[src/rtl/change_dispenser.sv]
// change_dispenser
//   Transmit side of the vending coin interface. Breaks a change amount into
//   coins (largest denomination first) and hands them one at a time to the
//   coin-return mechanism, using the same 2-bit coin encoding as the vending
//   FSM: 00 none, 01 Rs1, 10 Rs2, 11 Rs5.
//
//   Build option: define CHANGE_STOCK_EN to keep per-denomination stock
//   counters (refill honoured, err/short possible). Without it stock is
//   infinite, refill is ignored and every request ends in done.
//
// Ports
//   i_clk        system clock, rising edge
//   i_rst_n      asynchronous active-low reset
//   i_req        change request, sampled in IDLE only
//   i_amount     change owed, captured when i_req is accepted
//   i_coin_ack   mechanism has taken the current coin
//   i_refill     reload stock counters (IDLE only, req has priority)
//   o_coin       coin code being dispensed, 00 when none
//   o_busy       high whenever the FSM is not in IDLE
//   o_done       one-cycle pulse, all change dispensed
//   o_err        one-cycle pulse, exact change impossible
//   o_short      undispensed remainder while o_err=1, otherwise 0
//
// State  | meaning
// -------+-----------------------------------------------------------
// IDLE   | waiting for a request; refill acted on here
// SELECT | pick the largest coin that fits and is in stock
// SEND   | coin driven, waiting for coin_ack
// DONE   | remainder reached zero, done pulse
// ERR    | no coin fits, err pulse with short = remainder
module change_dispenser #(
  parameter int AMT_W   = 8,
  parameter int STOCK_W = 8,
  parameter int STOCK5  = 10,
  parameter int STOCK2  = 10,
  parameter int STOCK1  = 10
) (
  input  logic             i_clk,
  input  logic             i_rst_n,
  input  logic             i_req,
  input  logic [AMT_W-1:0] i_amount,
  input  logic             i_coin_ack,
  input  logic             i_refill,
  output logic [1:0]       o_coin,
  output logic             o_busy,
  output logic             o_done,
  output logic             o_err,
  output logic [AMT_W-1:0] o_short
);

  localparam logic [2:0] S_IDLE   = 3'd0;
  localparam logic [2:0] S_SELECT = 3'd1;
  localparam logic [2:0] S_SEND   = 3'd2;
  localparam logic [2:0] S_DONE   = 3'd3;
  localparam logic [2:0] S_ERR    = 3'd4;

  localparam logic [1:0] C_NONE = 2'b00;
  localparam logic [1:0] C_RS1  = 2'b01;
  localparam logic [1:0] C_RS2  = 2'b10;
  localparam logic [1:0] C_RS5  = 2'b11;

  localparam logic [AMT_W-1:0] V1 = AMT_W'(1);
  localparam logic [AMT_W-1:0] V2 = AMT_W'(2);
  localparam logic [AMT_W-1:0] V5 = AMT_W'(5);

  logic [2:0]       r_state;
  logic [AMT_W-1:0] r_rem;
  logic [1:0]       r_coin;

  logic             w_has5, w_has2, w_has1;
  logic [1:0]       w_pick_code;
  logic             w_pick_ok;
  logic [AMT_W-1:0] w_sent_val;
  logic             w_take;

  // Greedy pick: largest denomination not exceeding the remainder with stock left.
  always_comb begin
    w_pick_code = C_NONE;
    w_pick_ok   = 1'b0;
    if (r_rem >= V5 && w_has5) begin
      w_pick_code = C_RS5;
      w_pick_ok   = 1'b1;
    end else if (r_rem >= V2 && w_has2) begin
      w_pick_code = C_RS2;
      w_pick_ok   = 1'b1;
    end else if (r_rem >= V1 && w_has1) begin
      w_pick_code = C_RS1;
      w_pick_ok   = 1'b1;
    end
  end

  // The coin register still holds the code in SEND, so it doubles as the
  // record of which value to subtract on ack.
  always_comb begin
    case (r_coin)
      C_RS5:   w_sent_val = V5;
      C_RS2:   w_sent_val = V2;
      C_RS1:   w_sent_val = V1;
      default: w_sent_val = '0;
    endcase
  end

  assign w_take = (r_state == S_SEND) && i_coin_ack;

  always_ff @(posedge i_clk or negedge i_rst_n) begin
    if (!i_rst_n) begin
      r_state <= S_IDLE;
      r_rem   <= '0;
      r_coin  <= C_NONE;
    end else begin
      case (r_state)
        S_IDLE: begin
          if (i_req) begin
            r_rem   <= i_amount;
            r_state <= S_SELECT;
          end
        end
        S_SELECT: begin
          if (r_rem == '0) begin
            r_state <= S_DONE;
          end else if (w_pick_ok) begin
            r_coin  <= w_pick_code;
            r_state <= S_SEND;
          end else begin
            r_state <= S_ERR;
          end
        end
        S_SEND: begin
          if (i_coin_ack) begin
            r_coin  <= C_NONE;
            r_rem   <= r_rem - w_sent_val;
            r_state <= S_SELECT;
          end
        end
        S_DONE:  r_state <= S_IDLE;
        S_ERR:   r_state <= S_IDLE;
        default: r_state <= S_IDLE;
      endcase
    end
  end

  assign o_coin = r_coin;
  assign o_busy = (r_state != S_IDLE);
  assign o_done = (r_state == S_DONE);

`ifdef CHANGE_STOCK_EN
  logic [STOCK_W-1:0] r_stk5, r_stk2, r_stk1;
  logic [AMT_W-1:0]   r_short;

  assign w_has5 = (r_stk5 != '0);
  assign w_has2 = (r_stk2 != '0);
  assign w_has1 = (r_stk1 != '0);

  always_ff @(posedge i_clk or negedge i_rst_n) begin
    if (!i_rst_n) begin
      r_stk5 <= STOCK_W'(STOCK5);
      r_stk2 <= STOCK_W'(STOCK2);
      r_stk1 <= STOCK_W'(STOCK1);
    end else if (r_state == S_IDLE && !i_req && i_refill) begin
      r_stk5 <= STOCK_W'(STOCK5);
      r_stk2 <= STOCK_W'(STOCK2);
      r_stk1 <= STOCK_W'(STOCK1);
    end else if (w_take) begin
      case (r_coin)
        C_RS5:   r_stk5 <= r_stk5 - 1'b1;
        C_RS2:   r_stk2 <= r_stk2 - 1'b1;
        C_RS1:   r_stk1 <= r_stk1 - 1'b1;
        default: ;
      endcase
    end
  end

  // short is loaded on the failing SELECT so it is valid exactly in ERR.
  always_ff @(posedge i_clk or negedge i_rst_n) begin
    if (!i_rst_n) begin
      r_short <= '0;
    end else if (r_state == S_SELECT && r_rem != '0 && !w_pick_ok) begin
      r_short <= r_rem;
    end else if (r_state == S_ERR) begin
      r_short <= '0;
    end
  end

  assign o_err   = (r_state == S_ERR);
  assign o_short = r_short;
`else
  logic w_unused_refill;

  assign w_has5          = 1'b1;
  assign w_has2          = 1'b1;
  assign w_has1          = 1'b1;
  assign w_unused_refill = i_refill;
  assign o_err           = 1'b0;
  assign o_short         = '0;
`endif

endmodule

[config.mk]
export PLATFORM = sky130hd
export DESIGN_NAME = change_dispenser
export DESIGN_NICKNAME = d
export VERILOG_FILES = /design/src/rtl/change_dispenser.sv
export SDC_FILE = /design/constraint.sdc
export NUM_CORES = 1
export LEC_CHECK = 0
export CORE_MARGIN = 4
export CORE_UTILIZATION = 48
export CTS_BUF_LIST = sky130_fd_sc_hd__clkbuf_4 sky130_fd_sc_hd__clkbuf_8
export DETAILED_ROUTE_END_ITERATION = 12
export HOLD_SLACK_MARGIN = 0.08
export MAX_ROUTING_LAYER = met4
export PLACE_DENSITY_LB_ADDON = 0.25
export SLEW_MARGIN = 5
export SYNTH_ARGS = -nofsm -noshare
export SYNTH_HDL_FRONTEND = slang
export SYNTH_SLANG_ARGS = --single-unit
[constraint.sdc]
create_clock -name i_clk -period 2.95 [get_ports i_clk]
set_input_delay 0.295 -clock i_clk [delete_from_list [all_inputs] [get_ports i_clk]]
set_output_delay 0.295 -clock i_clk [all_outputs]
set_load 0.02 [all_outputs]
Word-level counts from Yosys, hierarchy flattened
Index checks and enable logic that the tools add are counted.
{"block": "word_totals", "elab_cells": 44, "input_bits": 13, "romBits": 0, "memories": 0, "mem_bits_rw": 0, "latchBits": 0, "register_bits": 13}
{"block": "classes", "n_mux": 19, "add_sub_neg": 1, "mul": 0, "bitwise_logic": 0, "order_cmp": 3, "shift": 0, "eq_ne": 10, "n_reduce_logical": 8, "n_div": 0}
{"operator": "$pmux 3 s3", "count": 2}
{"operator": "$mux 8", "count": 2}
{"operator": "$pmux 8 s2", "count": 1}
{"operator": "$mux 3", "count": 4}
{"operator": "$mux 2", "count": 5}
{"operator": "$ge 8x1->1 const B", "count": 1}
{"operator": "$ge 8x2->1 const B", "count": 1}
{"operator": "$ge 8x3->1 const B", "count": 1}
{"operator": "$logic_not 8->1", "count": 1}
{"operator": "$ne 2x2->1 const B", "count": 4}
{"operator": "$sub 8x8->8", "count": 1}
{"operator": "$eq 3x2->1 const B", "count": 2}
{"operator": "$eq 2x2->1 const B", "count": 2}
{"operator": "$mux 1", "count": 4}
{"operator": "$pmux 2 s2", "count": 1}
{"operator": "$reduce_and 4->1", "count": 1}
{"operator": "$reduce_bool 2->1", "count": 2}
{"operator": "$eq 3x1->1 const B", "count": 1}
{"operator": "$logic_not 3->1", "count": 1}
{"operator": "$reduce_and 3->1", "count": 1}
{"operator": "$reduce_bool 3->1", "count": 1}
{"operator": "$eq 2x1->1 const B", "count": 1}
{"operator": "$reduce_and 2->1", "count": 1}

Depth between registers and ports, before layout
Gate-level depths: netlist of the first run.
{"block": "depth", "word_depth": 7, "ltp_mapped": 8}

Worst setup path after synthesis of the first run
Ideal clock, no wire load.
{"block": "synth_path", "path_type": "reg2reg", "start": "register r_coin[0], in the netlist o_coin[0]", "end": "register r_rem[6]", "setup_slack_ps": 779, "setup_ps": 79, "t_arrival_ps": 2092, "path_stages_with_launch": 7, "path_cell_list": "dfrtp_1 nand2b_1 fa_1 a211o_1 or3_2 a21oi_1 a2bb2oi_1"}
{"block": "synth_between", "elab_chain_cells": 5, "word_cells_on_any_way": 7, "cone_classes": "add/sub (1); eq/ne (3); mux (3)"}
{"element": "start: declaration", "line_no": "68", "text": "logic [1:0] r_coin;"}
{"element": "start signal: assignment", "line_no": "122", "text": "r_coin <= w_pick_code;"}
{"element": "$eq 2x1->1 or $eq 2x2->1 (tied branches)", "line_no": "95", "text": "case (r_coin)"}
{"element": "$pmux 3 s3 (*)", "line_no": "95"}
{"element": "$sub 8x8->8 (*)", "line_no": "131", "text": "r_rem <= r_rem - w_sent_val;"}
{"element": "$mux 8 (*)", "line_no": "129", "text": "if (i_coin_ack) begin"}
{"element": "$pmux 8 s2 (*)", "line_no": "111", "text": "case (r_state)"}
{"element": "end signal: assignment", "line_no": "114", "text": "r_rem <= i_amount;"}
{"element": "end signal: assignment", "line_no": "131"}
{"element": "end: declaration", "line_no": "67", "text": "logic [AMT_W-1:0] r_rem;"}
Mark *: on every way between the ends. The rest lies on a longest branch, timed or not. The select of a mux whose other input is x is not followed.
A chain may end at the register's enable or synchronous reset.

Worst setup path after layout of the first run
{"block": "layout_path", "start": "register r_rem[0]", "end": "register r_rem[6]"}
{"block": "layout_between", "elab_chain_cells": 3}
{"element": "$sub 8x8->8", "line_no": "131"}
{"element": "$mux 8", "line_no": "129"}
{"element": "$pmux 8 s2", "line_no": "111"}
No other way between the ends. The select of a mux whose other input is x is not followed.

==> results.toml, run 1 <==
[outcome]
status = "completed"

[route]
vias = 739
finalWirelength_mm = 1.74
dr.pass1.iters = 4
drtIter0Drc = 9
dr_wl_met2_um = 822
route.detailed.drc = 0
wire_per_inst_um = 12.5
top_layer = "met4"
drt.antenna.violating_nets = 0
wl_met3_um = 104
wl_met1_um = 780
post_drt_via_cell_ratio = 5.32

[layout]
regArea_um2 = 325
drive_above_1_share_pct = 8.77
antenna-diode-count = 0
finalNonFillerCells = 139
nets = 132
multi_input_area_um2 = 507
syn2layout_area_growth_pct = 18.0
fin_area_mm2 = 0.00106
fillers = 163

[cts]
clock_latency_ps = 270
cts_buffer_depth = 2
cts_buffers = 3
cts_root_buf = "clkbuf_4"
clkTransAtPathRegs_ps = 80
cts-resized-gates = 0
clock-sinks = 13
post_cts_buffers = 0
ctsHoldBuffers = 0
h-tree-depth = 1
cts_tree = "built"

[yosys]
synth_cell_types = 34
syn_area_per_cell_um2 = 9.15
synth_area_um2 = 897
yosys_register_bits = 13
yosysSeqAreaShare_pct = 36.3
synth_cells = 98
ys_warn_count = 0

[floorplan]
initial_utilization_pct = 51.4
die_x_um = 51.2
ios = 26
die_h_um = 51.2
coreArea_mm2 = 0.00175
die_area_mm2 = 0.00262
row_count = 15

[timing]
period_minus_slack_ps = 2260
fmax_mhz = 443
worstMarginPinSlew_ps = 717
fin_worst_skew_ps = 1.40
finalHoldViolCount = 0
rsz0062_at_grt = "no"
setup_viol = 0
timing.final.crit_share_pct = 76.5
whs_ps = 397
timing.final.max_slew_violations = 0
setup_tns_ps = 0
relSlewSlack_pct = 52.1

[power_and_ir_drop]
leakagePower_nw = 0.433
switching_power_mw = 0.189
seq_power_share_pct = 46.1
max-vdd-ir-drop_mv = 0.310
p_int_mw = 0.357
p_sw_share_pct = 34.6
p_per_area_mw_per_mm2 = 517
power_frac_comb_pct = 32.4
clkPwrFrac_pct = 21.5
power.total_mw = 0.547

[placement]
placed_area_mm2 = 0.00103
hpwl_mm = 1.35
gp_congestion = 0.837
dp_cells = 135
place.port_buffers = 15

[grt]
grt_pass1_wl_mm = 2.88
grt_max_degree = 19
antenna_found_initial = 0
grt_pass1_vias = 688
grt_overflow = 0
track_usage_pct = 15.1

[run]
drv_cap = 0

[setup_path]
endpoint_kind = "flop"
crit_fanout = 3
critical_path_class = "reg -> reg"
required_ps = 3140
worstPathArrival_ps = 2450
r2r_slack_ps = 690
startpoint_type = "flop"

[hold_path]
hp-class = "in -> async"
==> worst max-delay path, stage by stage (launching register included) <==
cell and delay, ps:
dfrtp_1 400, inv_1 80, ha_1 160, inv_1 60, fa_1 400, a211o_1 310
or3_2 430, a21oi_1 160, a2bb2oi_1 180
==> per-stage QoR <==
step           setup WS, ps  util (%)
6_report                693      60.6
2_1_floorplan           779         -
5_1_grt                 522      60.6
4_1_cts                 687      60.6
3_3_place_gp            767      58.9
3_5_place_dp            707      58.9
==> placed cells by master, fill, tap and decap left out, types with 2 or more instances in the layout <==
cell and instances:
ha_1 3, o21ai_0 2, a21oi_1 10, mux2i_1 2, conb_1 10, nand2_1 13, nor2_1 8, nand3b_1 2
o22ai_1 5, clkbuf_4 4, or3_1 2, a2bb2oi_1 4, inv_1 2, clkdlybuf4s50_1 15, mux2_1 2, dfrtp_1 13
==> power by group through the flow <==
stage                     clock network (mW)  registers [mW]  logic [mW]
final                                  0.117           0.252       0.177
after global routing                   0.133           0.257       0.199
after CTS                              0.122           0.252       0.179
after detailed placement                   0           0.255       0.178
after global placement                     0           0.252       0.173
after floorplan                            0           0.245       0.141
==> state kept, by name, summed over array words and instances (netlist names) <==
name and cells:
r_rem 8, r_state 3, o_coin 2
==> path summary, 6_finish.rpt <==
path	from	endpoint	cells after the start
min in group i_clk	o_coin[1]	o_coin[1]	1
worst min-delay path	i_rst_n	r_rem[3]	1
max in group asynchronous	i_rst_n	r_state[2]	1
worst max-delay path	r_rem[0]	r_rem[6]	8
worst min register to register	o_coin[1]	o_coin[1]	1
worst max register to register	r_rem[0]	r_rem[6]	8
==> cells in the mapped netlist <==
cell type | n | area share [%]
buf_2 | 1 | 0.56
nor2_1 | 8 | 3.3
inv_1 | 2 | 0.84
or3b_2 | 1 | 0.98
buf_4 | 9 | 7.5
ha_1 | 3 | 4.2
mux2i_1 | 2 | 2.2
mux2_1 | 2 | 2.5
o22ai_1 | 5 | 3.5
xnor2_1 | 1 | 0.98
nor3_1 | 1 | 0.56
fa_1 | 1 | 2.2
or3_2 | 1 | 0.84
conb_1 | 1 | 0.42
a31oi_1 | 1 | 0.70
nor3b_1 | 1 | 0.84
nand2_1 | 13 | 5.4
nand3_1 | 1 | 0.56
nand3b_1 | 2 | 1.7
or3b_1 | 1 | 0.98
nand2b_1 | 1 | 0.70
or3_1 | 2 | 1.4
a211o_1 | 1 | 0.98
a2bb2oi_1 | 4 | 3.9
a221oi_2 | 1 | 1.7
and3b_1 | 1 | 0.98
clkbuf_1 | 2 | 0.84
nor4_4 | 1 | 2.4
buf_6 | 1 | 1.3
or4_4 | 1 | 1.3
a21oi_1 | 10 | 5.6
dfrtp_1 | 13 | 36
a211oi_1 | 1 | 0.84
o21ai_0 | 2 | 1.1
==> area by class of cell <==
class / instances / share of cell area, %
multi-input combinational: 79 / 47.9
sequential: 13 / 30.7
timing repair buffer: 16 / 14.9
tap: 25 / 2.96
clock buffer: 4 / 2.84
inverter: 2 / 0.709
==> cells by family after synthesis <==
family / synth area share, %
buf+inv: 11.0
flops: 36.3
fa+ha+maj: 6.42
other cells: 0.418
compound gates: 18.3
mux: 4.74
simple gates: 21.9
xor+xnor: 0.976
==> routing by layer <==
layer / global-route usage, % / vias to the layer above
li1: - / 365
met1: 18.4 / 355
met2: 24.5 / 14
met3: 4.37 / 5
met4: 3.93 / 0
met5: - / -
No activity file was read; power rests on OpenSTA's default activity.
==> run 2: changes to the inputs <==
clock period = 2.25 ns   (was 2.95 ns; I/O delays follow)
==> run 2 against run 1 <==
  * Global-route usage increased by 1.4 points
  * Highest routed layer unchanged
  * Clock skew increased by 2.1 ps
  * Maximum frequency increased by 6.9%
==> results.toml, run 2 (same netlist as run 1, synthesis figures left out) <==
[layout]
syn2layout_area_growth_pct = 24.1
fillers = 157
antenna-diode-count = 0
post-route-util_pct = 63.8
mostFrequentLayoutCell = "clkdlybuf4s50_1"
drive_above_1_share_pct = 16.1
nets = 136
regMostFlops = "r_rem"
most-common-layout-cells = "15 x clkdlybuf4s50_1, 13 x nand2_1, 13 x dfrtp_1, 10 x conb_1, 9 x a21oi_1"
largest_register_ffs = 8

[timing]
setup_tns_ps = 0
period_minus_slack_ps = 2110
timing.final.crit_share_pct = 93.8
finalHoldViolCount = 0
worstMarginPinSlew_ps = 617
relSlewSlack_pct = 58.7
fin_worst_skew_ps = 3.47
fmax_mhz = 474
rsz0062_at_grt = "no"
setup_viol = 0
timing.final.max_slew_violations = 0

[hold_path]
hp-class = "in -> async"

[power_and_ir_drop]
max-vdd-ir-drop_mv = 0.452
leakagePower_nw = 0.455
p_sw_share_pct = 35.9
p_per_area_mw_per_mm2 = 683
p_int_mw = 0.488
power_frac_comb_pct = 35.6
seq_power_share_pct = 42.8
switching_power_mw = 0.273
clkPwrFrac_pct = 21.6

[route]
dr.pass1.iters = 4
drtIter0Drc = 6
finalWirelength_mm = 1.97
wire_per_inst_um = 13.7
drt.antenna.violating_nets = 0
post_drt_via_cell_ratio = 5.31
route.detailed.drc = 0
vias = 760

[setup_path]
endpoint_kind = "flop"
worstPathArrival_ps = 2320
required_ps = 2460
r2r_slack_ps = 140
crit_path_max_incr_delay_ps = 410
crit_top_cell = "inv_1"
critical_path_class = "reg -> reg"
worst_path_max_delay_cell = "dfrtp_1"
startpoint_type = "flop"
worstRegToRegCells = 8
crit_fanout = 3
crit_chain = "inv_1 -> ha_2 -> inv_1 -> fa_2 -> a211o_1 -> or3_4 -> a21oi_2 -> a2bb2oi_2"

[floorplan]
row_count = 15
die_h_um = 51.2
die_x_um = 51.2
coreArea_mm2 = 0.00175
ios = 26
initial_utilization_pct = 51.4
die_area_mm2 = 0.00262

[cts]
clock-sinks = 13
cts_buffers = 3
ctsHoldBuffers = 0
cts_buffer_depth = 2
clkTransAtPathRegs_ps = 90
cts_root_buf = "clkbuf_4"
cts_tree = "built"
h-tree-depth = 1
clock_latency_ps = 280

[placement]
hpwl_mm = 1.38
place.port_buffers = 15
gp_congestion = 0.836

[outcome]
status = "completed"

[grt]
track_usage_pct = 16.5
grt_overflow = 0
antenna_found_initial = 0
grt_pass1_vias = 700
grt_max_degree = 16
grt_pass1_wl_mm = 3.10

[run]
drv_cap = 0
[run 2: layer usage]
metal / GRT usage, % / up-vias / wire length [um]
met3: 4.37 / 4 / 153
met4: 9.17 / 0 / 31
met2: 26.8 / 27 / 991
li1: - / 374 / -
met5: - / - / 0
met1: 18.4 / 355 / 789
[run 2: through the flow]
stage          area, um^2  worst slack (ps)  hold slack, ps  total power [mW]  instances
3_3_place_gp         1050              72.3             529             0.566        138
3_5_place_dp         1050              21.3             534             0.578        138
4_1_cts              1080              3.84             339             0.743        142
5_1_grt              1110              74.3             363             0.814        143
6_report             1110               138             324             0.760        143
2_1_floorplan         931              78.5           -70.6             0.507        107
[run 2: worst paths after layout]
check | startpoint | to
max | r_rem[0] | r_rem[6]
min | i_rst_n | r_rem[3]
max reg2reg | r_rem[0] | r_rem[6]
min reg2reg | o_coin[1] | o_coin[1]
max in group asynchronous | i_rst_n | r_state[2]
min in group i_clk | i_amount[1] | r_rem[1]
[run 2: power groups by stage]
stage / combinational [mW] / sequential, mW / clock (mW)
after global placement: 0.245 / 0.321 / 0
after detailed placement: 0.253 / 0.325 / 0
final: 0.271 / 0.325 / 0.164
after global routing: 0.299 / 0.330 / 0.184
after floorplan: 0.185 / 0.322 / 0
after CTS: 0.254 / 0.321 / 0.169
[run 2: worst max-delay path: cells and delay by family (launching register included)]
kind | cells | cell delay [ps]
AOI/OAI and AO/OA | 3 | 610
adders and majority gates | 2 | 530
DFF | 1 | 410
and+or+nand+nor | 1 | 350
buffers and inverters | 2 | 140
[run 2: cell type report]
class | instances | area [um^2] | share of cell area [%]
Clock buffer | 4 | 30.0 | 2.70
Inverter | 2 | 7.51 | 0.674
Multi-Input combinational cell | 79 | 532 | 47.8
Sequential cell | 13 | 325 | 29.2
Tap cell | 25 | 31.3 | 2.81
Timing Repair Buffer | 20 | 188 | 16.9
[run 2: what timing repair did]
| action | in CTS | in global routing |
|---|---|---|
| buffers inserted | 0 | 1 |
| gates resized for setup | 0 | 6 |
| endpoints found under the setup margin | 0 | 1 |
